==> config.mk <==
export PLATFORM = sky130hd
export DESIGN_NAME = dram_page_sched_flat
export DESIGN_NICKNAME = d
export VERILOG_FILES = /design/src/rtl/dram_page_sched_if.sv /design/src/rtl/dram_page_sched.sv /design/src/flat_wrapper.sv
export SDC_FILE = /design/constraint.sdc
export NUM_CORES = 1
export LEC_CHECK = 0
export ABC_AREA = 1
export CAP_MARGIN = 20
export CORE_ASPECT_RATIO = 1.1
export CORE_UTILIZATION = 53
export CTS_CLUSTER_DIAMETER = 150
export CTS_CLUSTER_SIZE = 30
export DETAILED_ROUTE_END_ITERATION = 10
export PLACE_DENSITY = 0.95
export SLEW_MARGIN = 20
export SYNTH_ARGS = -nofsm -noshare
export SYNTH_HDL_FRONTEND = slang
export SYNTH_SLANG_ARGS = --single-unit
==> constraint.sdc <==
create_clock -name clk -period 5.5 [get_ports clk]
set_clock_uncertainty 0.2 [all_clocks]
set_input_delay 1.1 -clock clk [delete_from_list [all_inputs] [get_ports clk]]
set_output_delay 1.1 -clock clk [all_outputs]
set_load 0.1 [all_outputs]
==> src/rtl/dram_page_sched_if.sv <==
// dram_page_sched_if: request/response handshake plus DRAM command/data pins for dram_page_sched.
// Ports: req_* (request, valid/ready), rsp_* (completion pulse), row_open, DRAM_* (command bus and read return).
// slave = scheduler view, master = requester plus DRAM model view.
interface dram_page_sched_if;
  logic        req_valid;
  logic        req_ready;
  logic        req_write;
  logic [20:0] req_addr;
  logic [31:0] req_wdata;
  logic [3:0]  req_wstrb;
  logic        rsp_valid;
  logic [31:0] rsp_rdata;
  logic        row_open;
  logic        DRAM_valid;
  logic [31:0] DRAM_Q;
  logic        DRAM_CSn;
  logic        DRAM_RASn;
  logic        DRAM_CASn;
  logic [3:0]  DRAM_WEn;
  logic [10:0] DRAM_A;
  logic [31:0] DRAM_D;

  modport slave (
    input  req_valid, req_write, req_addr, req_wdata, req_wstrb, DRAM_valid, DRAM_Q,
    output req_ready, rsp_valid, rsp_rdata, row_open,
           DRAM_CSn, DRAM_RASn, DRAM_CASn, DRAM_WEn, DRAM_A, DRAM_D
  );

  modport master (
    output req_valid, req_write, req_addr, req_wdata, req_wstrb, DRAM_valid, DRAM_Q,
    input  req_ready, rsp_valid, rsp_rdata, row_open,
           DRAM_CSn, DRAM_RASn, DRAM_CASn, DRAM_WEn, DRAM_A, DRAM_D
  );
endinterface

==> src/rtl/dram_page_sched.sv <==
// dram_page_sched: single-bank open-page DRAM scheduler; keeps one row open, issues PRE/ACT/RD/WR with TRP/TRCD spacing.
// Latency: first command the cycle after acceptance; read rsp one cycle after DRAM_valid, write rsp TWR cycles after WR.
// Backpressure: req_ready high only in IDLE, so one request is in flight; optional auto-precharge after IDLE_CLOSE idle cycles.
// Ports: clk, rstn (async active-low), bus (dram_page_sched_if.slave: req_*, rsp_*, row_open, DRAM_*).
module dram_page_sched #(
  parameter int TRP        = 5,
  parameter int TRCD       = 5,
  parameter int TWR        = 5,
  parameter int IDLE_CLOSE = 0
) (
  input  logic             clk,
  input  logic             rstn,
  dram_page_sched_if.slave bus
);

  localparam logic [3:0] S_IDLE     = 4'd0;
  localparam logic [3:0] S_PRE      = 4'd1;
  localparam logic [3:0] S_PRE_WAIT = 4'd2;
  localparam logic [3:0] S_ACT      = 4'd3;
  localparam logic [3:0] S_ACT_WAIT = 4'd4;
  localparam logic [3:0] S_RD       = 4'd5;
  localparam logic [3:0] S_RD_WAIT  = 4'd6;
  localparam logic [3:0] S_WR       = 4'd7;
  localparam logic [3:0] S_WR_WAIT  = 4'd8;

  localparam logic [2:0] C_NONE = 3'd0;
  localparam logic [2:0] C_ACT  = 3'd1;
  localparam logic [2:0] C_PRE  = 3'd2;
  localparam logic [2:0] C_RD   = 3'd3;
  localparam logic [2:0] C_WR   = 3'd4;

  localparam int TMAX = (TRP > TRCD) ? ((TRP > TWR) ? TRP : TWR) : ((TRCD > TWR) ? TRCD : TWR);
  localparam int CW   = $clog2(TMAX + 1);
  // The command cycle itself plus the wait states make up the full spacing,
  // so the wait counter is loaded with (T - 2) and exits when it hits zero.
  localparam logic [CW-1:0] TRP_LD  = CW'(TRP - 2);
  localparam logic [CW-1:0] TRCD_LD = CW'(TRCD - 2);
  localparam logic [CW-1:0] TWR_LD  = CW'(TWR - 2);

  localparam int ICW = (IDLE_CLOSE > 1) ? $clog2(IDLE_CLOSE) : 1;
  localparam logic [ICW-1:0] IC_LAST = ICW'(IDLE_CLOSE - 1);

  logic [3:0]     state, state_nxt;
  logic [CW-1:0]  cnt, cnt_nxt;
  logic [ICW-1:0] idle_cnt, idle_nxt;
  logic           auto_close, auto_nxt;
  logic [2:0]     issue;
  logic           rsp_fire;

  logic           row_open_q;
  logic [10:0]    open_row;
  logic           wr_q;
  logic [20:2]    addr_q;
  logic [31:0]    wdata_q;
  logic [3:0]     wstrb_q;

  logic           csn_q, rasn_q, casn_q;
  logic [3:0]     wen_q;
  logic [10:0]    a_q;
  logic [31:0]    d_q;
  logic           rsp_valid_q;
  logic [31:0]    rsp_rdata_q;

  logic           in_idle, accept, hit;
  logic           pre_done, act_done, wr_done;
  logic [10:0]    cmd_row;
  logic [7:0]     cmd_col;
  logic           cmd_write;
  logic [31:0]    cmd_wdata;
  logic [3:0]     cmd_wstrb;
  logic           unused_addr_lsb;

  assign in_idle = (state == S_IDLE);
  assign accept  = in_idle && bus.req_valid;
  assign hit     = row_open_q && (bus.req_addr[20:10] == open_row);

  // Commands issued straight out of IDLE use the live request; later ones use the latched copy.
  assign cmd_row   = in_idle ? bus.req_addr[20:10] : addr_q[20:10];
  assign cmd_col   = in_idle ? bus.req_addr[9:2]   : addr_q[9:2];
  assign cmd_write = in_idle ? bus.req_write       : wr_q;
  assign cmd_wdata = in_idle ? bus.req_wdata       : wdata_q;
  assign cmd_wstrb = in_idle ? bus.req_wstrb       : wstrb_q;
  assign unused_addr_lsb = ^bus.req_addr[1:0];

  assign pre_done = ((state == S_PRE) && (TRP <= 1))  || ((state == S_PRE_WAIT) && (cnt == '0));
  assign act_done = ((state == S_ACT) && (TRCD <= 1)) || ((state == S_ACT_WAIT) && (cnt == '0));
  assign wr_done  = ((state == S_WR)  && (TWR <= 1))  || ((state == S_WR_WAIT)  && (cnt == '0));

  always_comb begin
    state_nxt = state;
    cnt_nxt   = cnt;
    idle_nxt  = '0;
    auto_nxt  = auto_close;
    issue     = C_NONE;
    rsp_fire  = 1'b0;
    case (state)
      S_IDLE: begin
        if (bus.req_valid) begin
          // A request beats a same-cycle idle timeout; the idle count clears.
          auto_nxt = 1'b0;
          if (hit) begin
            issue     = bus.req_write ? C_WR : C_RD;
            state_nxt = bus.req_write ? S_WR : S_RD;
          end else if (row_open_q) begin
            issue     = C_PRE;
            state_nxt = S_PRE;
          end else begin
            issue     = C_ACT;
            state_nxt = S_ACT;
          end
        end else if ((IDLE_CLOSE > 0) && row_open_q) begin
          if (idle_cnt == IC_LAST) begin
            issue     = C_PRE;
            state_nxt = S_PRE;
            auto_nxt  = 1'b1;
          end else begin
            idle_nxt = idle_cnt + ICW'(1);
          end
        end
      end
      S_PRE, S_PRE_WAIT: begin
        if (pre_done) begin
          if (auto_close) begin
            state_nxt = S_IDLE;
            auto_nxt  = 1'b0;
          end else begin
            issue     = C_ACT;
            state_nxt = S_ACT;
          end
        end else if (state == S_PRE) begin
          cnt_nxt   = TRP_LD;
          state_nxt = S_PRE_WAIT;
        end else begin
          cnt_nxt = cnt - CW'(1);
        end
      end
      S_ACT, S_ACT_WAIT: begin
        if (act_done) begin
          issue     = cmd_write ? C_WR : C_RD;
          state_nxt = cmd_write ? S_WR : S_RD;
        end else if (state == S_ACT) begin
          cnt_nxt   = TRCD_LD;
          state_nxt = S_ACT_WAIT;
        end else begin
          cnt_nxt = cnt - CW'(1);
        end
      end
      S_RD: state_nxt = S_RD_WAIT;
      S_RD_WAIT: begin
        if (bus.DRAM_valid) begin
          rsp_fire  = 1'b1;
          state_nxt = S_IDLE;
        end
      end
      S_WR, S_WR_WAIT: begin
        if (wr_done) begin
          rsp_fire  = 1'b1;
          state_nxt = S_IDLE;
        end else if (state == S_WR) begin
          cnt_nxt   = TWR_LD;
          state_nxt = S_WR_WAIT;
        end else begin
          cnt_nxt = cnt - CW'(1);
        end
      end
      default: state_nxt = S_IDLE;
    endcase
  end

  always_ff @(posedge clk or negedge rstn) begin
    if (!rstn) begin
      state       <= S_IDLE;
      cnt         <= '0;
      idle_cnt    <= '0;
      auto_close  <= 1'b0;
      row_open_q  <= 1'b0;
      open_row    <= '0;
      wr_q        <= 1'b0;
      addr_q      <= '0;
      wdata_q     <= '0;
      wstrb_q     <= '0;
      csn_q       <= 1'b1;
      rasn_q      <= 1'b1;
      casn_q      <= 1'b1;
      wen_q       <= 4'hF;
      a_q         <= '0;
      d_q         <= '0;
      rsp_valid_q <= 1'b0;
      rsp_rdata_q <= '0;
    end else begin
      state       <= state_nxt;
      cnt         <= cnt_nxt;
      idle_cnt    <= idle_nxt;
      auto_close  <= auto_nxt;
      rsp_valid_q <= rsp_fire;
      if (rsp_fire && (state == S_RD_WAIT)) rsp_rdata_q <= bus.DRAM_Q;
      if (accept) begin
        wr_q    <= bus.req_write;
        addr_q  <= bus.req_addr[20:2];
        wdata_q <= bus.req_wdata;
        wstrb_q <= bus.req_wstrb;
      end
      // NOP by default; A and D keep their last values.
      csn_q  <= 1'b1;
      rasn_q <= 1'b1;
      casn_q <= 1'b1;
      wen_q  <= 4'hF;
      case (issue)
        C_ACT: begin
          csn_q      <= 1'b0;
          rasn_q     <= 1'b0;
          a_q        <= cmd_row;
          row_open_q <= 1'b1;
          open_row   <= cmd_row;
        end
        C_PRE: begin
          csn_q      <= 1'b0;
          rasn_q     <= 1'b0;
          wen_q      <= 4'h0;
          a_q        <= open_row;
          row_open_q <= 1'b0;
        end
        C_RD: begin
          csn_q  <= 1'b0;
          casn_q <= 1'b0;
          a_q    <= {3'b000, cmd_col};
        end
        C_WR: begin
          csn_q  <= 1'b0;
          casn_q <= 1'b0;
          wen_q  <= ~cmd_wstrb;
          a_q    <= {3'b000, cmd_col};
          d_q    <= cmd_wdata;
        end
        default: ;
      endcase
    end
  end

  assign bus.req_ready = rstn && in_idle;
  assign bus.rsp_valid = rsp_valid_q;
  assign bus.rsp_rdata = rsp_rdata_q;
  assign bus.row_open  = row_open_q;
  assign bus.DRAM_CSn  = csn_q;
  assign bus.DRAM_RASn = rasn_q;
  assign bus.DRAM_CASn = casn_q;
  assign bus.DRAM_WEn  = wen_q;
  assign bus.DRAM_A    = a_q;
  assign bus.DRAM_D    = d_q;

endmodule
==> src/flat_wrapper.sv <==
// flat-port wrapper written by rule: the top's interface ports become plain ports
module dram_page_sched_flat 
#(
  parameter int TRP        = 5,
  parameter int TRCD       = 5,
  parameter int TWR        = 5,
  parameter int IDLE_CLOSE = 0
)
  (clk, rstn, bus_req_valid, bus_req_write, bus_req_addr, bus_req_wdata, bus_req_wstrb, bus_DRAM_valid, bus_DRAM_Q, bus_req_ready, bus_rsp_valid, bus_rsp_rdata, bus_row_open, bus_DRAM_CSn, bus_DRAM_RASn, bus_DRAM_CASn, bus_DRAM_WEn, bus_DRAM_A, bus_DRAM_D);
  dram_page_sched_if bus_i ();
  input  logic clk;
  input  logic rstn;
  input wire logic [$bits(bus_i.req_valid)-1:0] bus_req_valid;
  input wire logic [$bits(bus_i.req_write)-1:0] bus_req_write;
  input wire logic [$bits(bus_i.req_addr)-1:0] bus_req_addr;
  input wire logic [$bits(bus_i.req_wdata)-1:0] bus_req_wdata;
  input wire logic [$bits(bus_i.req_wstrb)-1:0] bus_req_wstrb;
  input wire logic [$bits(bus_i.DRAM_valid)-1:0] bus_DRAM_valid;
  input wire logic [$bits(bus_i.DRAM_Q)-1:0] bus_DRAM_Q;
  output wire logic [$bits(bus_i.req_ready)-1:0] bus_req_ready;
  output wire logic [$bits(bus_i.rsp_valid)-1:0] bus_rsp_valid;
  output wire logic [$bits(bus_i.rsp_rdata)-1:0] bus_rsp_rdata;
  output wire logic [$bits(bus_i.row_open)-1:0] bus_row_open;
  output wire logic [$bits(bus_i.DRAM_CSn)-1:0] bus_DRAM_CSn;
  output wire logic [$bits(bus_i.DRAM_RASn)-1:0] bus_DRAM_RASn;
  output wire logic [$bits(bus_i.DRAM_CASn)-1:0] bus_DRAM_CASn;
  output wire logic [$bits(bus_i.DRAM_WEn)-1:0] bus_DRAM_WEn;
  output wire logic [$bits(bus_i.DRAM_A)-1:0] bus_DRAM_A;
  output wire logic [$bits(bus_i.DRAM_D)-1:0] bus_DRAM_D;
  assign bus_i.req_valid = bus_req_valid;
  assign bus_i.req_write = bus_req_write;
  assign bus_i.req_addr = bus_req_addr;
  assign bus_i.req_wdata = bus_req_wdata;
  assign bus_i.req_wstrb = bus_req_wstrb;
  assign bus_i.DRAM_valid = bus_DRAM_valid;
  assign bus_i.DRAM_Q = bus_DRAM_Q;
  assign bus_req_ready = bus_i.req_ready;
  assign bus_rsp_valid = bus_i.rsp_valid;
  assign bus_rsp_rdata = bus_i.rsp_rdata;
  assign bus_row_open = bus_i.row_open;
  assign bus_DRAM_CSn = bus_i.DRAM_CSn;
  assign bus_DRAM_RASn = bus_i.DRAM_RASn;
  assign bus_DRAM_CASn = bus_i.DRAM_CASn;
  assign bus_DRAM_WEn = bus_i.DRAM_WEn;
  assign bus_DRAM_A = bus_i.DRAM_A;
  assign bus_DRAM_D = bus_i.DRAM_D;
  dram_page_sched #(.TRP(TRP), .TRCD(TRCD), .TWR(TWR), .IDLE_CLOSE(IDLE_CLOSE)) u_core (.clk(clk), .rstn(rstn), .bus(bus_i));
endmodule
; After elaboration in Yosys (flattened, before gate mapping)
; Index checks and enable logic that the tools add are counted.
[classes]
n_bitwise = 1
n_eq_ne = 22
n_reduce_logical = 22
n_shift = 0
div = 0
multipliers = 0
addsub = 1
mux = 47
order_cmp = 0
[ops]
columns = cell, n
row1 = $mux 4, 10
row2 = $mux 3, 12
row3 = $pmux 11 s3, 1
row4 = $mux 32, 1
row5 = $pmux 4 s6, 1
row6 = $pmux 3 s3, 2
row7 = $eq 4x3->1 const B, 4
row8 = $eq 11x11->1, 1
row9 = $mux 11, 1
row10 = $mux 2, 5
row11 = $ne 2x2->1 const B, 5
row12 = $reduce_or 2->1, 5
row13 = $mux 1, 9
row14 = $ne 3x1->1 const B, 3
row15 = $eq 4x2->1 const B, 2
row16 = $mux 8, 1
row17 = $pmux 4 s2, 1
row18 = $logic_and 1x1->1, 7
row19 = $eq 3x2->1 const B, 2
row20 = $pmux 1 s2, 3
row21 = $reduce_bool 3->1, 2
row22 = $reduce_and 5->1, 1
row23 = $eq 4x1->1 const B, 1
row24 = $eq 4x4->1 const B, 1
row25 = other kinds (11), 12
[totals]
memories = 0
out_inout_bits = 85
input_bits = 94
register_bits = 159
ram_bits = 0
rom_bits = 0
latch_bits = 0

; Logic depth before layout (Yosys ltp)
; Gate-level depths: netlist (run 1).
[logic_depth]
word_depth = 8
mapped_depth = 16
mapped_depth_nobuf = 16

; Worst setup path after synthesis (run 1)
; Ideal clock, no wire load.
[synth_path]
path_type = register to output
startpoint = register u_core.state[3]
endpoint = output port bus_req_ready
stages_incl_launch_ff = 7
path_slack_ps = 1733
arrival_ps = 2467
path_cell_list = dfrtp_1 nor2_1 nand2_2 buf_2 clkbuf_1 clkbuf_1 nor2_1
[synth_via]
elab_chain_len = 2
[synth_lines]
columns = element, line
row1 = start: declaration, dram_page_sched.sv:43  ; logic [3:0] state, state_nxt;
row2 = start signal: assignment, dram_page_sched.sv:191  ; state <= state_nxt;
row3 = $logic_not 4->1, dram_page_sched.sv:73  ; assign in_idle = (state == S_IDLE);
row4 = $logic_and 1x1->1, dram_page_sched.sv:240  ; assign bus.req_ready = rstn && in_idle;
row5 = end: declaration, flat_wrapper.sv:20  ; output wire logic [$bits(bus_i.req_ready)-1:0] bus_req_ready;
; Every way passes these cells.

; Worst setup path in the final report (run 1)
[layout_path]
startpoint = input port bus_req_valid
endpoint = register u_core.d_q[2] (netlist: u_core.bus.DRAM_D[2])
[layout_via]
elab_chain_len = 3
[layout_lines]
columns = element, line
row1 = start: declaration, flat_wrapper.sv:13  ; input wire logic [$bits(bus_i.req_valid)-1:0] bus_req_valid;
row2 = $mux 3, dram_page_sched.sv:98  ; if (bus.req_valid) begin
row3 = $pmux 3 s3, dram_page_sched.sv:96  ; case (state)
row4 = $eq 3x3->1, dram_page_sched.sv:208  ; case (issue)
row5 = end signal: assignment, dram_page_sched.sv:233  ; d_q <= cmd_wdata;
row6 = end: declaration, dram_page_sched.sv:60  ; logic [31:0] d_q;
; Every way passes these cells.
; A chain may end at the register's enable or synchronous reset.

==> qor.txt, run 1 <==
status - completed
Final nets - 1098
Slew headroom - 0.312
worst-path maximum fanout - 58
CP Launch Type - input pin
layout cell share with drive strength beyond 1 - 0.100
via count - 6217
CTS tree - yes
Row Count - 44
vias per cell - 5.28
initial core utilization - 0.543
vias in the first global route - 5996
post-synthesis compound-gate area fraction - 0.0859
clock sink count - 158
hold_buf cts - 0
Detailed Place HPWL - 12200 um
RSZ-0062 raised after global routing - no
WP data required - 5640 ps
Worst Max-Slew Pin Slew - 1030 ps
P&R area growth vs syn - 34.1%
CORE AREA - 13200 sq um
all-layer global routing usage - 0.268
WS Path Type - input pin to register
DR pass1 iterations - 5
FF/Latch Area - 3960 sq um
pin count of the biggest net entering global routing - 81
Routed Antenna Nets - 0
crit-path max cell delay - 560 ps
Placer Congestion - 0.918
synthesized cell area - 7140 sq um
crit path DAT - 3630 ps
CTS buffer count - 17
Post-CTS Setup Bufs - 0
post-synthesis instance total - 837
full die area - 13900 sq um
Die Span Y - 124 um
initial DRC count - 477
synthesized area per cell - 8.53 sq um
DRC - 0
CP endpoint kind - register
final wirelength - 18000 um
Routed wire per std cell - 15.3 um
fillers - 952
Die X - 113 um
syn_nets - 933
Final Setup Violations - 0
initial antenna violation count - 1
register area share after synthesis - 0.555
CP max-delay cell - buf_4
Synth Area in Adders - 0.00351
Fin. Hold Viols - 0
grt total ovfl - 0
Port-buffer cells - 176
Final Max Tran Viols - 0
Worst-Skew Late Latency - 430 ps
CTS root buffer - clkbuf_16
post-synthesis mux area share - 0.0505
first-pass GRT wire length - 28700 um
XOR/XNOR Fraction of Synth Area - 0
shortest period the worst path allows - 3490 ps
crit share post-route - 0.635
max-cap violations - 0
I/O pins - 179
CTS Buffer Depth - 2
Synth Register Bits - 158
PostCTS Resize Cnt - 0
CP delay by family, top - buffers and inverters
Synth Warn # - 0
Max Clk Rate - 0.286 GHz
Total Neg Setup Slack - 0 ps
synth unique cells - 34
main combinational cell family by area after synthesis - simple AND/OR/NAND/NOR gates
Util after Layout - 0.727
clk slew on worst S/H paths - 70 ps
multi-input logic area - 2730 sq um
CP bufs+invs - 3
crit path cell chain - clkdlybuf4s50_1 -> nand2_4 -> inv_2 -> nand4_1 -> nand2_2 -> buf_4 -> nor2_1 -> a31oi_1
worst min path class - register to register
post-synthesis simple-gate area fraction - 0.242
htree depth - 4
==> cell usage in the layout (no fill, tap or decap), types with 3 or more instances in the layout <==
master,instances
nor2_1,57
buf_4,7
dfrtp_1,151
o21ai_0,54
nand2_2,4
nand3_1,24
a21oi_1,5
a31oi_1,32
o211ai_1,3
clkinv_2,3
o21a_1,8
mux2_2,32
clkinv_4,5
or2_0,7
nor2_2,3
clkbuf_16,17
dfstp_2,7
nor3_1,3
inv_1,70
inv_2,6
nand2_1,316
clkdlybuf4s50_1,174
==> stage by stage <==
| step | hold WS (ps) | cell area [sq um] | instances | worst slack [ps] |
|---|---|---|---|---|
| after floorplan | 248 | 7140 | 837 | 1730 |
| after global placement | 261 | 8990 | 1144 | 1690 |
| after detailed placement | 265 | 8990 | 1144 | 1580 |
| after CTS | 283 | 9570 | 1176 | 2020 |
| after global routing | 299 | 9570 | 1176 | 1830 |
| final | 278 | 9570 | 1177 | 2010 |
==> path summary, 6_finish.rpt <==
check	from	to	slack, ps	cells after the start
max	bus_req_valid	u_core.bus.DRAM_D[2]	2010	8
min	u_core.wdata_q[24]	u_core.wdata_q[24]	280	2
max reg2reg	u_core.state[3]	u_core.bus.DRAM_D[2]	2160	10
min reg2reg	u_core.wdata_q[24]	u_core.wdata_q[24]	280	2
max in group asynchronous	rstn	u_core.bus.DRAM_D[5]	3610	2
min in group asynchronous	rstn	u_core.bus.DRAM_A[3]	360	1
==> Yosys cell counts <==
cell type / instances / share of area
or2_2: 1 / 0.00088
buf_6: 1 / 0.0016
nand2_4: 2 / 0.0032
dfrtp_1: 151 / 0.53
inv_2: 6 / 0.0032
a21oi_1: 5 / 0.0035
o21a_1: 8 / 0.0084
nand3_1: 24 / 0.017
o21ai_0: 54 / 0.038
inv_1: 70 / 0.037
a22oi_1: 1 / 0.0011
mux2_2: 32 / 0.050
nand2_2: 4 / 0.0035
dfstp_2: 7 / 0.026
a211oi_1: 1 / 0.0011
nand2_1: 316 / 0.17
ha_1: 2 / 0.0035
a32o_1: 1 / 0.0014
buf_1: 3 / 0.0016
nor2_4: 2 / 0.0032
nor4_1: 1 / 0.00088
o211ai_1: 3 / 0.0032
inv_4: 2 / 0.0018
nand3_2: 2 / 0.0028
nor2_2: 3 / 0.0026
nand4_1: 1 / 0.00088
a31oi_1: 32 / 0.028
nor3_1: 3 / 0.0021
o21ai_1: 2 / 0.0014
nor2_1: 57 / 0.030
clkbuf_1: 23 / 0.012
or2_0: 7 / 0.0061
nor2_8: 1 / 0.0028
buf_2: 9 / 0.0063
==> registers in the layout, summed over array words and instances (netlist names), 3 cells and up <==
register / flops
u_core.cnt: 3
u_core.state: 4
u_core.bus.DRAM_WEn: 4
u_core.bus.rsp_rdata: 32
u_core.open_row: 11
u_core.wdata_q: 32
u_core.addr_q: 19
u_core.wstrb_q: 4
u_core.bus.DRAM_A: 11
u_core.bus.DRAM_D: 32
==> worst register-to-register path, stage by stage, from the launching register on <==
cell     delay, ps
dfrtp_1        420
nor2_1         180
nand2_2        100
inv_4          350
nand2_4         80
inv_2          510
nand4_1        210
nand2_2        330
buf_4          560
nor2_1         110
a31oi_1        210
==> cell families (layout without fill, tap and decap cells) <==
| family | count (synthesis) | after routing |
|---|---|---|
| fa+ha+maj | 2 | 2 |
| compound gates | 107 | 107 |
| flops | 158 | 158 |
| buf+inv | 114 | 292 |
| other cells | 0 | 1 |
| mux | 32 | 32 |
| simple gates | 424 | 424 |
==> per-layer routing <==
metal	vias up	global-route usage	routed length [um]
li1	2986	-	-
met3	51	0.0642	1040
met4	0	0.140	675
met2	231	0.465	9020
met1	2949	0.311	7230
met5	-	0	0
==> cell type report <==
class                           instances  share of cell area
Sequential cell                       158               0.414
Multi-Input combinational cell        565               0.285
Clock buffer                           18              0.0459
Tap cell                              161              0.0210
Antenna cell                            1            0.000261
Timing Repair Buffer                  182               0.189
Inverter                               78              0.0311
Clock inverter                         14              0.0143
Power of run 1 is left out: the tool's default activity adds up to more than one toggle a clock period on the data nets, which glitch-free logic cannot reach.
==> inputs of run 2 (changes only) <==
Settings changed: CORE_UTILIZATION 53 to 45, PLACE_DENSITY 0.95 to 0.88.
Clock period 5.5 ns to 2.8 ns, I/O delays scaled along.
==> qor.txt, run 2 (synthesized netlist as in run 1, its figures left out) <==
status - completed
shortest period the worst path allows - 2690 ps
max-cap violations - 0
Worst R2R Path Depth - 11
vias per cell - 5.05
final wirelength - 17700 um
vias in the first global route - 5956
full die area - 16400 sq um
crit share post-route - 0.962
worst slack, placed - -93.6 ps
DRC - 0
crit path cell chain - nor2_1 -> nand2_2 -> buf_12 -> nor2_2 -> buf_12
Die X - 122 um
I/O pins - 179
Placer Congestion - 0.893
Crit Reg-Reg Endpoint - u_core.bus.DRAM_A[0]
commonest non-fill, non-tap cell in the layout - nand2_1
Max Clk Rate - 0.371 GHz
grt total ovfl - 0
WP data required - 2040 ps
CTS Buffer Depth - 2
most frequent cells in the layout - nand2_1, dfrtp_1, buf_4
PostCTS Resize Cnt - 0
worst min path class - input pin to asynchronous set/reset pin
fillers - 1246
CP max-delay cell - dfrtp_1
Detailed Place HPWL - 11900 um
Worst-Skew Late Latency - 420 ps
initial core utilization - 0.467
via count - 6237
Fin. Hold Viols - 0
CTS tree - yes
FF/Latch Area - 3960 sq um
crit path DAT - 1930 ps
initial DRC count - 481
htree depth - 4
CP dominant cell by count - buf_12
Final nets - 1122
CTS root buffer - clkbuf_16
CORE AREA - 15300 sq um
DR pass1 iterations - 7
Routed Antenna Nets - 0
Final Max Tran Viols - 0
post-route insts no fill - 1236
Worst Max-Slew Pin Slew - 878 ps
Final Setup Violations - 0
RSZ-0062 raised after global routing - no
Die Span Y - 134 um
pin count of the biggest net entering global routing - 159
clock sink count - 158
P&R area growth vs syn - 35.2%
multi-input logic area - 2730 sq um
first-pass GRT wire length - 28600 um
all-layer global routing usage - 0.223
crit-path max cell delay - 410 ps
Row Count - 47
layout cell share with drive strength beyond 1 - 0.202
R2R Setup Slk - 360 ps
Slew headroom - 0.415
worst r2r src - u_core.state[3]
Worst setup startpoint - u_core.state[3]
Port-buffer cells - 176
CTS buffer count - 17
Post-CTS Setup Bufs - 0
initial antenna violation count - 1
setup ws final - 106 ps
clk slew on worst S/H paths - 70 ps
Placed Cells - 1203
WS Path Type - register to primary output
worst-path maximum fanout - 65
CP Launch Type - register
Routed wire per std cell - 14.3 um
hold_buf cts - 0
CP endpoint kind - primary output
-- run 2: cell count changes in the layout (fill, tap and decap cells not counted), moves of 2 or more --
cell / delta
buf_12: +5
buf_4: +103
clkinv_2: -2
clkinv_4: -2
clkdlybuf4s50_1: -84
-- run 2: cell type report --
| type | instances | area share |
|---|---|---|
| clock inverters | 14 | 0.0158 |
| multi-input cells | 565 | 0.282 |
| clock buffers | 18 | 0.0444 |
| inverters | 78 | 0.0308 |
| well taps | 196 | 0.0254 |
| flip-flops and latches | 158 | 0.410 |
| diodes | 1 | 0.000259 |
| repair buffers | 206 | 0.190 |
-- run 2: metal layers --
layer | up-vias | part of all wire | GRT usage
li1 | 3028 | - | -
met1 | 2948 | 0.41 | 0.282
met2 | 225 | 0.49 | 0.361
met3 | 36 | 0.074 | 0.0685
met4 | 0 | 0.022 | 0.0806
met5 | - | 0 | 0
-- run 2: metrics by stage --
stage | hold slack (ps) | util | instance area [sq um] | setup TNS, ps
2_1_floorplan | 64.4 | - | 7140 | 0
4_1_cts | 144 | 0.631 | 9650 | 0
6_report | 65.1 | 0.632 | 9660 | 0
3_3_place_gp | 261 | 0.593 | 9070 | -59.0
5_1_grt | 172 | 0.631 | 9650 | 0
3_5_place_dp | 265 | 0.593 | 9070 | -501
-- run 2: critical path, delay by kind of cell (launching register included) --
kind | cells | cell delay, ps
and+or+nand+nor | 3 | 600
buffers and inverters | 2 | 440
DFF | 1 | 410
-- run 2: how the worst max path moves through the flow --
stage / slack [ps] / endpoint
floorplan: 30 / bus_req_ready
global placement: -40 / u_core.bus.DRAM_A[0]
detailed placement: -90 / u_core.bus.DRAM_A[0]
CTS: 110 / bus_req_ready
global route: 7 / bus_req_ready
finish: 110 / bus_req_ready
Power of run 2 is left out for the same reason.
